### src/rtl/list_walk_sched_pkg.sv
// Shared types and sizing for the linked-list walk scheduler.
// LWS_HOP_LIMIT_EN adds a per-slot hop counter to the slot state.
package list_walk_sched_pkg;

   localparam int unsigned N        = 16;
   localparam int unsigned W        = $clog2(N);
   localparam int unsigned LAT      = 2;
   localparam int unsigned NREQ     = 4;
   localparam int unsigned MAX_HOPS = N;
   localparam int unsigned ID_W     = (NREQ > 1) ? $clog2(NREQ) : 1;
   localparam int unsigned PH_W     = (LAT > 1) ? $clog2(LAT) : 1;
   localparam int unsigned HOP_W    = $clog2(MAX_HOPS + 1);

   typedef logic [W-1:0]    ptr_t;
   typedef logic [ID_W-1:0] id_t;

`ifdef LWS_HOP_LIMIT_EN
   typedef logic [HOP_W-1:0] hop_t;
`endif

   typedef struct packed {
      logic busy;
      id_t  id;
`ifdef LWS_HOP_LIMIT_EN
      hop_t hops;
`endif
   } slot_t;

   // Requester index `off` positions after `base`, wrapping at NREQ.
   function automatic id_t rot_id(input id_t base, input int unsigned off);
      int unsigned sum;
      sum = (int'(base) + off) % NREQ;
      return ID_W'(sum);
   endfunction

endpackage

### src/rtl/list_walk_sched_if.sv
// Requester, pointer-memory and result signals of the list walk scheduler.
interface list_walk_sched_if;
   import list_walk_sched_pkg::*;

   logic [NREQ-1:0] req_vld;
   ptr_t [NREQ-1:0] req_ptr;
   logic [NREQ-1:0] req_rdy;
   logic            init_busy;
   logic            mem_re;
   ptr_t            mem_ra;
   ptr_t            mem_rd;
   logic            out_vld;
   ptr_t            out_ptr;
   id_t             out_id;
   logic            done_vld;
   id_t             done_id;
   logic            err_vld;

   modport master (
      output req_vld, req_ptr, init_busy, mem_rd,
      input  req_rdy, mem_re, mem_ra, out_vld, out_ptr, out_id,
             done_vld, done_id, err_vld
   );

   modport slave (
      input  req_vld, req_ptr, init_busy, mem_rd,
      output req_rdy, mem_re, mem_ra, out_vld, out_ptr, out_id,
             done_vld, done_id, err_vld
   );

endinterface

### src/rtl/list_walk_sched_rr_arbiter.sv
// Rotating-priority arbiter: one-hot grant among req & mask, priority moves past the winner.
module list_walk_sched_rr_arbiter
   import list_walk_sched_pkg::*;
(
   input  logic            clk,
   input  logic            rst,
   input  logic [NREQ-1:0] req,
   input  logic [NREQ-1:0] mask,
   output logic [NREQ-1:0] gnt,
   output id_t             win,
   output logic            any
);

   id_t rr_ptr;

   // First qualified requester at or after rr_ptr.
   always_comb begin
      gnt = '0;
      win = '0;
      any = 1'b0;
      for (int unsigned i = 0; i < NREQ; i++) begin
         if (!any && req[rot_id(rr_ptr, i)] && mask[rot_id(rr_ptr, i)]) begin
            any                     = 1'b1;
            win                     = rot_id(rr_ptr, i);
            gnt[rot_id(rr_ptr, i)]  = 1'b1;
         end
      end
   end

   always_ff @(posedge clk or posedge rst) begin
      if (rst) begin
         rr_ptr <= '0;
      end else if (any) begin
         rr_ptr <= rot_id(win, 1);
      end
   end

endmodule

### src/rtl/list_walk_sched.sv
// Interleaves up to LAT linked-list walks through one pointer memory with read latency LAT.
// Optional LWS_HOP_LIMIT_EN aborts walks that exceed MAX_HOPS issued pointers.
module list_walk_sched
   import list_walk_sched_pkg::*;
(
   input logic              clk,
   input logic              rst,
   list_walk_sched_if.slave bus
);

   logic [PH_W-1:0] phase;
   slot_t           slots     [LAT];
   slot_t           slots_nxt [LAT];
   slot_t           cur;

   logic            fin;
   logic            abort;
   logic            cont;
   logic            done_now;
   logic            avail;
   logic [NREQ-1:0] mask;
   logic [NREQ-1:0] gnt;
   id_t             win;
   logic            any;
   ptr_t            win_ptr;
   logic            issue_new;
   logic            null_gnt;
   logic            re_c;
   ptr_t            ra_c;
   id_t             issue_id;

   logic            out_vld_q;
   ptr_t            out_ptr_q;
   id_t             out_id_q;
   logic            done_vld_q;
   id_t             done_id_q;

   // Phase selects the slot whose read data is returning this cycle.
   always_ff @(posedge clk or posedge rst) begin
      if (rst) begin
         phase <= '0;
      end else if (phase == PH_W'(LAT - 1)) begin
         phase <= '0;
      end else begin
         phase <= phase + 1'b1;
      end
   end

   // Decode what the serviced slot does with the returning pointer.
   always_comb begin
      cur   = slots[phase];
      fin   = 1'b0;
      abort = 1'b0;
      cont  = 1'b0;
      if (cur.busy && !bus.init_busy) begin
         if (bus.mem_rd == '0) begin
            fin = 1'b1;
         end
`ifdef LWS_HOP_LIMIT_EN
         else if (cur.hops >= HOP_W'(MAX_HOPS)) begin
            abort = 1'b1;
         end
`endif
         else begin
            cont = 1'b1;
         end
      end
   end

   assign done_now = fin | abort;
   assign avail    = !rst && !bus.init_busy && (!cur.busy || done_now);

   // A slot that is already reporting done cannot also report a null-start done.
   always_comb begin
      mask = '0;
      for (int unsigned i = 0; i < NREQ; i++) begin
         mask[i] = avail && !(done_now && (bus.req_ptr[i] == '0));
      end
   end

   list_walk_sched_rr_arbiter u_rr_arbiter (
      .clk  (clk),
      .rst  (rst),
      .req  (bus.req_vld),
      .mask (mask),
      .gnt  (gnt),
      .win  (win),
      .any  (any)
   );

   // Memory read issue: continue the current walk or start the granted one.
   always_comb begin
      win_ptr   = bus.req_ptr[win];
      issue_new = any && (win_ptr != '0);
      null_gnt  = any && (win_ptr == '0);
      re_c      = cont || issue_new;
      ra_c      = '0;
      issue_id  = '0;
      if (cont) begin
         ra_c     = bus.mem_rd;
         issue_id = cur.id;
      end else if (issue_new) begin
         ra_c     = win_ptr;
         issue_id = win;
      end
   end

   // Slot next-state.
   always_comb begin
      slots_nxt = slots;
      if (bus.init_busy) begin
         for (int unsigned s = 0; s < LAT; s++) begin
            slots_nxt[s] = '0;
         end
      end else begin
`ifdef LWS_HOP_LIMIT_EN
         if (cont) begin
            slots_nxt[phase].hops = cur.hops + 1'b1;
         end
`endif
         if (done_now) begin
            slots_nxt[phase].busy = 1'b0;
         end
         if (issue_new) begin
            slots_nxt[phase].busy = 1'b1;
            slots_nxt[phase].id   = win;
`ifdef LWS_HOP_LIMIT_EN
            slots_nxt[phase].hops = HOP_W'(1);
`endif
         end
      end
   end

   always_ff @(posedge clk or posedge rst) begin
      if (rst) begin
         for (int unsigned s = 0; s < LAT; s++) begin
            slots[s] <= '0;
         end
      end else begin
         slots <= slots_nxt;
      end
   end

   // Visit and completion reports, one cycle after the decision.
   always_ff @(posedge clk or posedge rst) begin
      if (rst) begin
         out_vld_q  <= 1'b0;
         out_ptr_q  <= '0;
         out_id_q   <= '0;
         done_vld_q <= 1'b0;
         done_id_q  <= '0;
      end else begin
         out_vld_q  <= re_c;
         out_ptr_q  <= ra_c;
         out_id_q   <= issue_id;
         done_vld_q <= done_now || null_gnt;
         if (done_now) begin
            done_id_q <= cur.id;
         end else if (null_gnt) begin
            done_id_q <= win;
         end else begin
            done_id_q <= '0;
         end
      end
   end

`ifdef LWS_HOP_LIMIT_EN
   logic err_vld_q;

   always_ff @(posedge clk or posedge rst) begin
      if (rst) begin
         err_vld_q <= 1'b0;
      end else begin
         err_vld_q <= abort;
      end
   end

   assign bus.err_vld = err_vld_q;
`else
   assign bus.err_vld = 1'b0;
`endif

   assign bus.req_rdy  = gnt;
   assign bus.mem_re   = re_c;
   assign bus.mem_ra   = ra_c;
   assign bus.out_vld  = out_vld_q;
   assign bus.out_ptr  = out_ptr_q;
   assign bus.out_id   = out_id_q;
   assign bus.done_vld = done_vld_q;
   assign bus.done_id  = done_id_q;

endmodule

### src/flat_wrapper.sv
// flat-port wrapper written by rule: the top's interface ports become plain ports
module list_walk_sched_flat import list_walk_sched_pkg::*;
  (clk, rst, bus_req_vld, bus_req_ptr, bus_init_busy, bus_mem_rd, bus_req_rdy, bus_mem_re, bus_mem_ra, bus_out_vld, bus_out_ptr, bus_out_id, bus_done_vld, bus_done_id, bus_err_vld);
  list_walk_sched_if bus_i ();
  input logic clk;
  input logic rst;
  input wire logic [$bits(bus_i.req_vld)-1:0] bus_req_vld;
  input wire logic [$bits(bus_i.req_ptr)-1:0] bus_req_ptr;
  input wire logic [$bits(bus_i.init_busy)-1:0] bus_init_busy;
  input wire logic [$bits(bus_i.mem_rd)-1:0] bus_mem_rd;
  output wire logic [$bits(bus_i.req_rdy)-1:0] bus_req_rdy;
  output wire logic [$bits(bus_i.mem_re)-1:0] bus_mem_re;
  output wire logic [$bits(bus_i.mem_ra)-1:0] bus_mem_ra;
  output wire logic [$bits(bus_i.out_vld)-1:0] bus_out_vld;
  output wire logic [$bits(bus_i.out_ptr)-1:0] bus_out_ptr;
  output wire logic [$bits(bus_i.out_id)-1:0] bus_out_id;
  output wire logic [$bits(bus_i.done_vld)-1:0] bus_done_vld;
  output wire logic [$bits(bus_i.done_id)-1:0] bus_done_id;
  output wire logic [$bits(bus_i.err_vld)-1:0] bus_err_vld;
  assign bus_i.req_vld = bus_req_vld;
  assign bus_i.req_ptr = bus_req_ptr;
  assign bus_i.init_busy = bus_init_busy;
  assign bus_i.mem_rd = bus_mem_rd;
  assign bus_req_rdy = bus_i.req_rdy;
  assign bus_mem_re = bus_i.mem_re;
  assign bus_mem_ra = bus_i.mem_ra;
  assign bus_out_vld = bus_i.out_vld;
  assign bus_out_ptr = bus_i.out_ptr;
  assign bus_out_id = bus_i.out_id;
  assign bus_done_vld = bus_i.done_vld;
  assign bus_done_id = bus_i.done_id;
  assign bus_err_vld = bus_i.err_vld;
  list_walk_sched u_core (.clk(clk), .rst(rst), .bus(bus_i));
endmodule
### config.mk
export PLATFORM = sky130hd
export DESIGN_NAME = list_walk_sched_flat
export DESIGN_NICKNAME = d
export VERILOG_FILES = /design/src/rtl/list_walk_sched_pkg.sv /design/src/rtl/list_walk_sched_if.sv /design/src/rtl/list_walk_sched_rr_arbiter.sv /design/src/rtl/list_walk_sched.sv /design/src/flat_wrapper.sv
export SDC_FILE = /design/constraint.sdc
export NUM_CORES = 1
export LEC_CHECK = 0
export CAP_MARGIN = 30
export CORE_MARGIN = 4
export CORE_UTILIZATION = 35
export CTS_BUF_LIST = sky130_fd_sc_hd__clkbuf_4 sky130_fd_sc_hd__clkbuf_8
export CTS_CLUSTER_DIAMETER = 80
export DETAILED_ROUTE_END_ITERATION = 7
export PLACE_DENSITY = 0.74
export SETUP_SLACK_MARGIN = 0.2
export SKIP_CTS_REPAIR_TIMING = 1
export SKIP_LAST_GASP = 1
export SYNTH_ARGS = -nofsm -noshare
export SYNTH_HDL_FRONTEND = slang
export SYNTH_HIERARCHICAL = 1
export SYNTH_SLANG_ARGS = --single-unit
### constraint.sdc
create_clock -name clk -period 7.6 [get_ports clk]
set_input_delay 1.52 -clock clk [delete_from_list [all_inputs] [get_ports clk]]
set_output_delay 1.52 -clock clk [all_outputs]
set_load 0.05 [all_outputs]
==> flow_summary.json, run 1 <==
{
  "syn_area_per_cell_um2": 9.48,
  "grt_start_max_net_pins": 18,
  "max-vdd-ir-drop_uv": 110,
  "min_to": "u_core/slots[5]",
  "synth_warnings": 6,
  "nNetsFinal": 239,
  "synth_top_area_share_pct": 31.0,
  "numCtsBuffers": 3,
  "synth_edf_count": 0,
  "clk_latency_ps": 260,
  "hp-class": "register to register",
  "endpoint_kind": "output pin",
  "drive_gt1_share_pct": 15.9,
  "async_flop_share_pct": 100,
  "clock_sinks": 19,
  "max_freq_ghz": 0.138,
  "synthAdderAreaFrac_pct": 3.26,
  "yosys.area_share.simple_pct": 20.8,
  "grt_antenna_before_repair": 0,
  "slew_violations": 0,
  "max_slew_margin_pct": 56.1,
  "gp_congestion": 0.877,
  "reg2reg_slack_ps": 3090,
  "htree_levels": 1,
  "drt_iter0_markers": 112,
  "synthesis.area_mm2": 0.00154,
  "drt_first_pass_iters": 4,
  "synth_top_family_by_area": "compound AO/OA/AOI/OAI gates",
  "rr_endpoint": "u_core/slots[4]",
  "wirelength_um": 3960,
  "cts_tree": "built",
  "path_max_fanout": 7,
  "setup_viol_count_final": 0,
  "root_buffer": "clkbuf_8",
  "yosysTopAreaCell": "dfrtp_1",
  "report.final.hold_viol_count": 0,
  "cp.arrival_ps": 5710,
  "status": "finished, final reports clean",
  "startpoint_type": "primary input",
  "synth.ff_latch_count": 19,
  "min_delay_path_depth": 2,
  "drc": 0,
  "fp-row-count": 23,
  "synth_compound_area_share_pct": 24.6,
  "grt_pass1_vias": 1408,
  "layout_min_cycle_time_ps": 7230,
  "viasPerCell": 5.75,
  "dieArea_mm2": 0.00551,
  "worstSetupPathType": "primary input to output pin",
  "tns_ps": 0,
  "fin_skew_ps": 9.22,
  "gr-total-overflow": 0,
  "clk_pin_slew_ps": 70,
  "nFillCells": 380,
  "power.leakage_nw": 0.860,
  "grt_pass1_wl_um": 6350,
  "synth_xor_area_share_pct": 0.570,
  "finalCritPeriodShare_pct": 95.1,
  "clk_path_buf_depth": 2,
  "initial_utilization_pct": 37.3,
  "core_area_mm2": 0.00412,
  "diodes": 0,
  "yosysSeqAreaShare_pct": 31.0,
  "ant_nets": 0,
  "wl_per_cell_um": 15.4,
  "synth-main-ff-cell": "dfrtp_1",
  "die_width_um": 74.2,
  "num_vias": 1479,
  "reg2reg_depth": 13,
  "postLayoutCoreUtil_pct": 50.5,
  "synth_fp_nets": 193,
  "r2r-start": "u_core/phase",
  "rsz0062_at_grt": "false",
  "dpl.hpwl_um": 3210,
  "die-height_um": 74.2,
  "yosys-top-cells-area": "dfrtp_1 31%, mux4_2 8.8%, nand2_1 6.8%, o21ai_0 4.2%, mux4_1 3.4%",
  "ys_types": 43,
  "syn2layout_area_growth_pct": 35.3,
  "drv_cap": 0,
  "cp.required_ps": 6080,
  "ios": 47,
  "powerDensity_mw_per_mm2": 342,
  "worst_pin_slew_ps": 658,
  "holdWs_ps": 574,
  "portBuffers": 45,
  "synth_mux_area_share_pct": 14.2,
  "min-delay-start": "u_core/slots[5]",
  "grt_usage_pct": 14.6,
  "syn_inst": 162
}
## per-stage QoR
stage / setup WS [ps] / cell area [um2] / total power [mW] / cells
detailed placement: 236 / 1990 / 0.632 / 251
finish: 374 / 2080 / 0.709 / 257
floorplan: 617 / 1540 / 0.517 / 162
CTS: 215 / 2040 / 0.703 / 255
global route: 199 / 2080 / 0.755 / 257
global placement: 268 / 1990 / 0.627 / 251
## Yosys cell counts, types with 3 or more instances
cell       n
buf_6      3
nor4_1     6
mux4_2     6
clkbuf_1   4
a21oi_1    9
o211ai_2   4
inv_1      4
nand2_1   28
o21ai_0   13
and2_1     3
ha_1       4
nor2b_1    4
o22ai_1    6
dfrtp_1   19
or3_1      4
nor3_1     5
o21ai_1    4
a22oi_1    4
mux2i_1    3
## layout make-up
type	count	area, um2	share of cell area (%)
clock inverter	1	7.51	0.361
clock buffer	3	41.3	1.99
tap	50	62.6	3.01
inverter	5	18.8	0.904
timing repair buffer	50	475	22.9
sequential	19	475	22.9
multi-input combinational	129	996	48.0
## cells by family after synthesis
family                   Yosys count
XOR/XNOR                           1
AND/OR/NAND/NOR                   60
multiplexers                      11
adder cells (fa/ha/maj)            4
AO/OA/AOI/OAI                     52
flip-flops                        19
buffers and inverters             14
other                              1
## placed cells by master (no fill, tap or decap), types with 2 or more instances in the layout
master	synthesis	final
or2b_1	2	2
clkbuf_8	0	3
dfrtp_1	19	19
ha_1	4	4
a21oi_1	9	7
nor4_1	6	6
inv_1	4	4
o211ai_2	4	4
nand2_1	28	28
o21ai_0	13	13
a21oi_2	0	2
clkdlybuf4s50_1	0	40
o21ai_1	4	4
or3_1	4	4
mux2i_1	3	3
buf_4	2	10
o22ai_1	6	6
mux4_1	2	2
and2_1	3	3
nor3_1	5	4
a22oi_1	4	4
nor2_1	2	2
nor2b_1	4	4
o221ai_1	2	2
mux4_2	6	6
## per-layer routing
layer	up-vias	GRT usage, %	part of all wire [%]
li1	705	-	-
met1	707	20.9	46
met2	65	22.9	45
met3	2	2.03	8.9
met4	0	4.15	0.68
met5	-	0	0
## state kept, by name (all words and copies together) (netlist names), named ones only
| register | count |
|---|---|
| u_core/slots | 6 |
| u_core/bus.out_ptr | 4 |
| u_core/bus.done_id | 2 |
| u_core/bus.out_id | 2 |
| u_core/bus.done_vld | 1 |
| u_core/bus.out_vld | 1 |
| u_core/phase | 1 |
| u_core/u_rr_arbiter/rr_ptr | 1 |
## worst max path at each step
stage                  start       endpoint  slack [ps]  cells past startpoint
2_1_floorplan  bus_mem_rd[0]  bus_mem_ra[1]         620                     12
3_3_place_gp   bus_mem_rd[0]     bus_mem_re         270                     13
3_5_place_dp   bus_mem_rd[0]     bus_mem_re         240                     13
4_1_cts        bus_mem_rd[0]     bus_mem_re         220                     13
5_1_grt        bus_mem_rd[0]     bus_mem_re         200                     13
6_report       bus_mem_rd[0]     bus_mem_re         370                     13
## power by group
group	internal [mW]	switching [mW]	leakage, nW
logic	0.197	0.294	0.590
registers	0.125	0.0236	0.248
clock network	0.0369	0.0340	0.0217
## critical path: stages
cell and delay [ps]:
clkdlybuf4s50_1 440, or4_1 610, nor3_4 290, a21oi_1 140, and2_1 260, mux4_2 570
o21ba_4 270, o21ai_1 110, buf_4 170, mux4_2 560, o41ai_4 390, nand2_1 130
buf_4 210
Note: power is estimated with default switching activity, not from simulation.
==> inputs of run 2 (changes only) <==
Settings changed: CORE_UTILIZATION 35 to 33, PLACE_DENSITY 0.74 to 0.71.
==> run 2 against run 1 <==
  * Combinational power about the same
  * Power fell by 0.92%
  * Die area is 5.4% higher
  * Global-route usage fell by 1.6 points
  * Register-to-register slack lost 70 ps
  * Critical path depth stayed put
  * Routed wire length up 1.2%
  * Fmax up 0.22%
  * Critical endpoint unchanged
==> flow_summary.json, run 2 (same netlist as run 1, synthesis figures left out) <==
{
  "status": "finished, final reports clean",
  "num_vias": 1446,
  "min_delay_path_depth": 2,
  "post_dp_cell_area_mm2": 0.00200,
  "worstSetupPathType": "primary input to output pin",
  "grt_pass1_wl_um": 6650,
  "crit_family": "simple AND/OR/NAND/NOR gates",
  "fp-row-count": 24,
  "report.final.hold_viol_count": 0,
  "core_area_mm2": 0.00441,
  "drive_gt1_share_pct": 15.0,
  "worstPathCellList": "clkdlybuf4s50_1 > or4_1 > nor3_4 > a21oi_1 > and2_1 > mux4_2 > o21ba_4 > o21ai_1 > buf_4 > mux4_2 > o41ai_4 > nand2_1 > buf_4",
  "setup_viol_count_final": 0,
  "dpl.cell_count": 253,
  "grt_pass1_vias": 1415,
  "path_max_fanout": 7,
  "reg2reg_slack_ps": 3020,
  "grt_usage_pct": 13.0,
  "drc": 0,
  "final_area_mm2": 0.00207,
  "syn2layout_area_growth_pct": 34.7,
  "root_buffer": "clkbuf_8",
  "tns_ps": 0,
  "regMostFlops": "u_core/slots",
  "rr_endpoint": "u_core/slots[2]",
  "nFillCells": 413,
  "worst_pin_slew_ps": 667,
  "final_common_cell": "clkdlybuf4s50_1",
  "stdcell_count": 258,
  "grt_antenna_before_repair": 0,
  "dpl.hpwl_um": 3200,
  "clk_latency_ps": 250,
  "slew_violations": 0,
  "initial_utilization_pct": 34.8,
  "numCtsBuffers": 3,
  "clk_pin_slew_ps": 70,
  "gp_congestion": 0.845,
  "viasPerCell": 5.60,
  "dieArea_mm2": 0.00581,
  "power.leakage_nw": 0.858,
  "largest_reg_flops": 6,
  "clk_path_buf_depth": 2,
  "cts_tree": "built",
  "r2r-start": "u_core/phase",
  "min_to": "u_core/slots[5]",
  "wl_per_cell_um": 15.5,
  "die-height_um": 76.2,
  "wirelength_um": 4010,
  "grt_start_max_net_pins": 18,
  "rsz0062_at_grt": "false",
  "hp-class": "register to register",
  "ios": 47,
  "endpoint_kind": "output pin",
  "finalCritPeriodShare_pct": 94.9,
  "die_width_um": 76.2,
  "max_slew_margin_pct": 55.5,
  "reg2reg_depth": 13,
  "diodes": 0,
  "min-delay-start": "u_core/slots[5]",
  "mostFrequentLayoutCells": "40 x clkdlybuf4s50_1, 28 x nand2_1, 19 x dfrtp_1",
  "layout_min_cycle_time_ps": 7210,
  "max_freq_ghz": 0.139,
  "nNetsFinal": 238,
  "place_ws_ps": 243,
  "cp.required_ps": 6080,
  "htree_levels": 1,
  "portBuffers": 45,
  "critPathMaxStageDelay_ps": 630,
  "critPathSlowestCell": "or4_1",
  "clock_sinks": 19,
  "fin_ws_ps": 390,
  "drt_iter0_markers": 102,
  "fin_skew_ps": 4.60,
  "cp.arrival_ps": 5690,
  "startpoint_type": "primary input",
  "drt_first_pass_iters": 4,
  "cp_num_buf_inv": 3,
  "max-vdd-ir-drop_uv": 99.7,
  "holdWs_ps": 541,
  "ant_nets": 0,
  "gr-total-overflow": 0,
  "powerDensity_mw_per_mm2": 340,
  "drv_cap": 0
}
[run 2: cell types whose count changed in the layout (fill, tap and decap cells not counted), sizes merged]
cell      delta
buf          -1
clkinv       +1
clkinvlp     -1
[run 2: worst max path at each step]
stage | slack, ps | cells past startpoint | startpoint | endpoint
2_1_floorplan | 620 | 12 | bus_mem_rd[0] | bus_mem_ra[1]
3_3_place_gp | 290 | 13 | bus_mem_rd[0] | bus_mem_re
3_5_place_dp | 240 | 13 | bus_mem_rd[0] | bus_mem_re
4_1_cts | 230 | 13 | bus_mem_rd[0] | bus_mem_re
5_1_grt | 220 | 13 | bus_mem_rd[0] | bus_mem_re
6_report | 390 | 13 | bus_mem_rd[0] | bus_mem_re
[run 2: layout make-up]
type / instances / area, um2 / area share (%)
clock buffers: 3 / 41.3 / 2.00
inverters: 5 / 18.8 / 0.907
flip-flops and latches: 19 / 475 / 23.0
clock inverters: 1 / 5.00 / 0.242
repair buffers: 49 / 468 / 22.6
well taps: 52 / 65.1 / 3.15
multi-input cells: 129 / 995 / 48.1
[run 2: metrics by stage]
step                utilization, %  total power [mW]
finish                        46.9             0.703
global route                  46.9             0.748
CTS                           46.3             0.702
detailed placement            45.2             0.634
global placement              45.2             0.628
floorplan                        -             0.517
[run 2: worst register-to-register path: stages (launching register included)]
cell and delay [ps]:
dfrtp_1 520, mux2i_1 530, o21ai_0 310, a21oi_1 380, nand2_1 120, mux4_1 610, o21ba_4 260, o21ai_1 160
buf_4 190, mux4_2 560, o41ai_4 370, buf_4 200, or2_1 160, a21oi_1 80
[run 2: per-layer routing]
| metal | GRT usage [%] | vias to the layer above | part of all wire, % |
|---|---|---|---|
| met4 | 2.80 | 0 | 0.67 |
| met2 | 22.9 | 43 | 51 |
| met3 | 1.54 | 2 | 5.4 |
| li1 | - | 698 | - |
| met5 | 0 | - | 0 |
| met1 | 16.9 | 703 | 43 |
[run 2: report_power, final]
group | switching [mW] | internal, mW
Clock | 0.0309 | 0.0363
Combinational | 0.294 | 0.194
Sequential | 0.0235 | 0.125
Total | 0.348 | 0.355
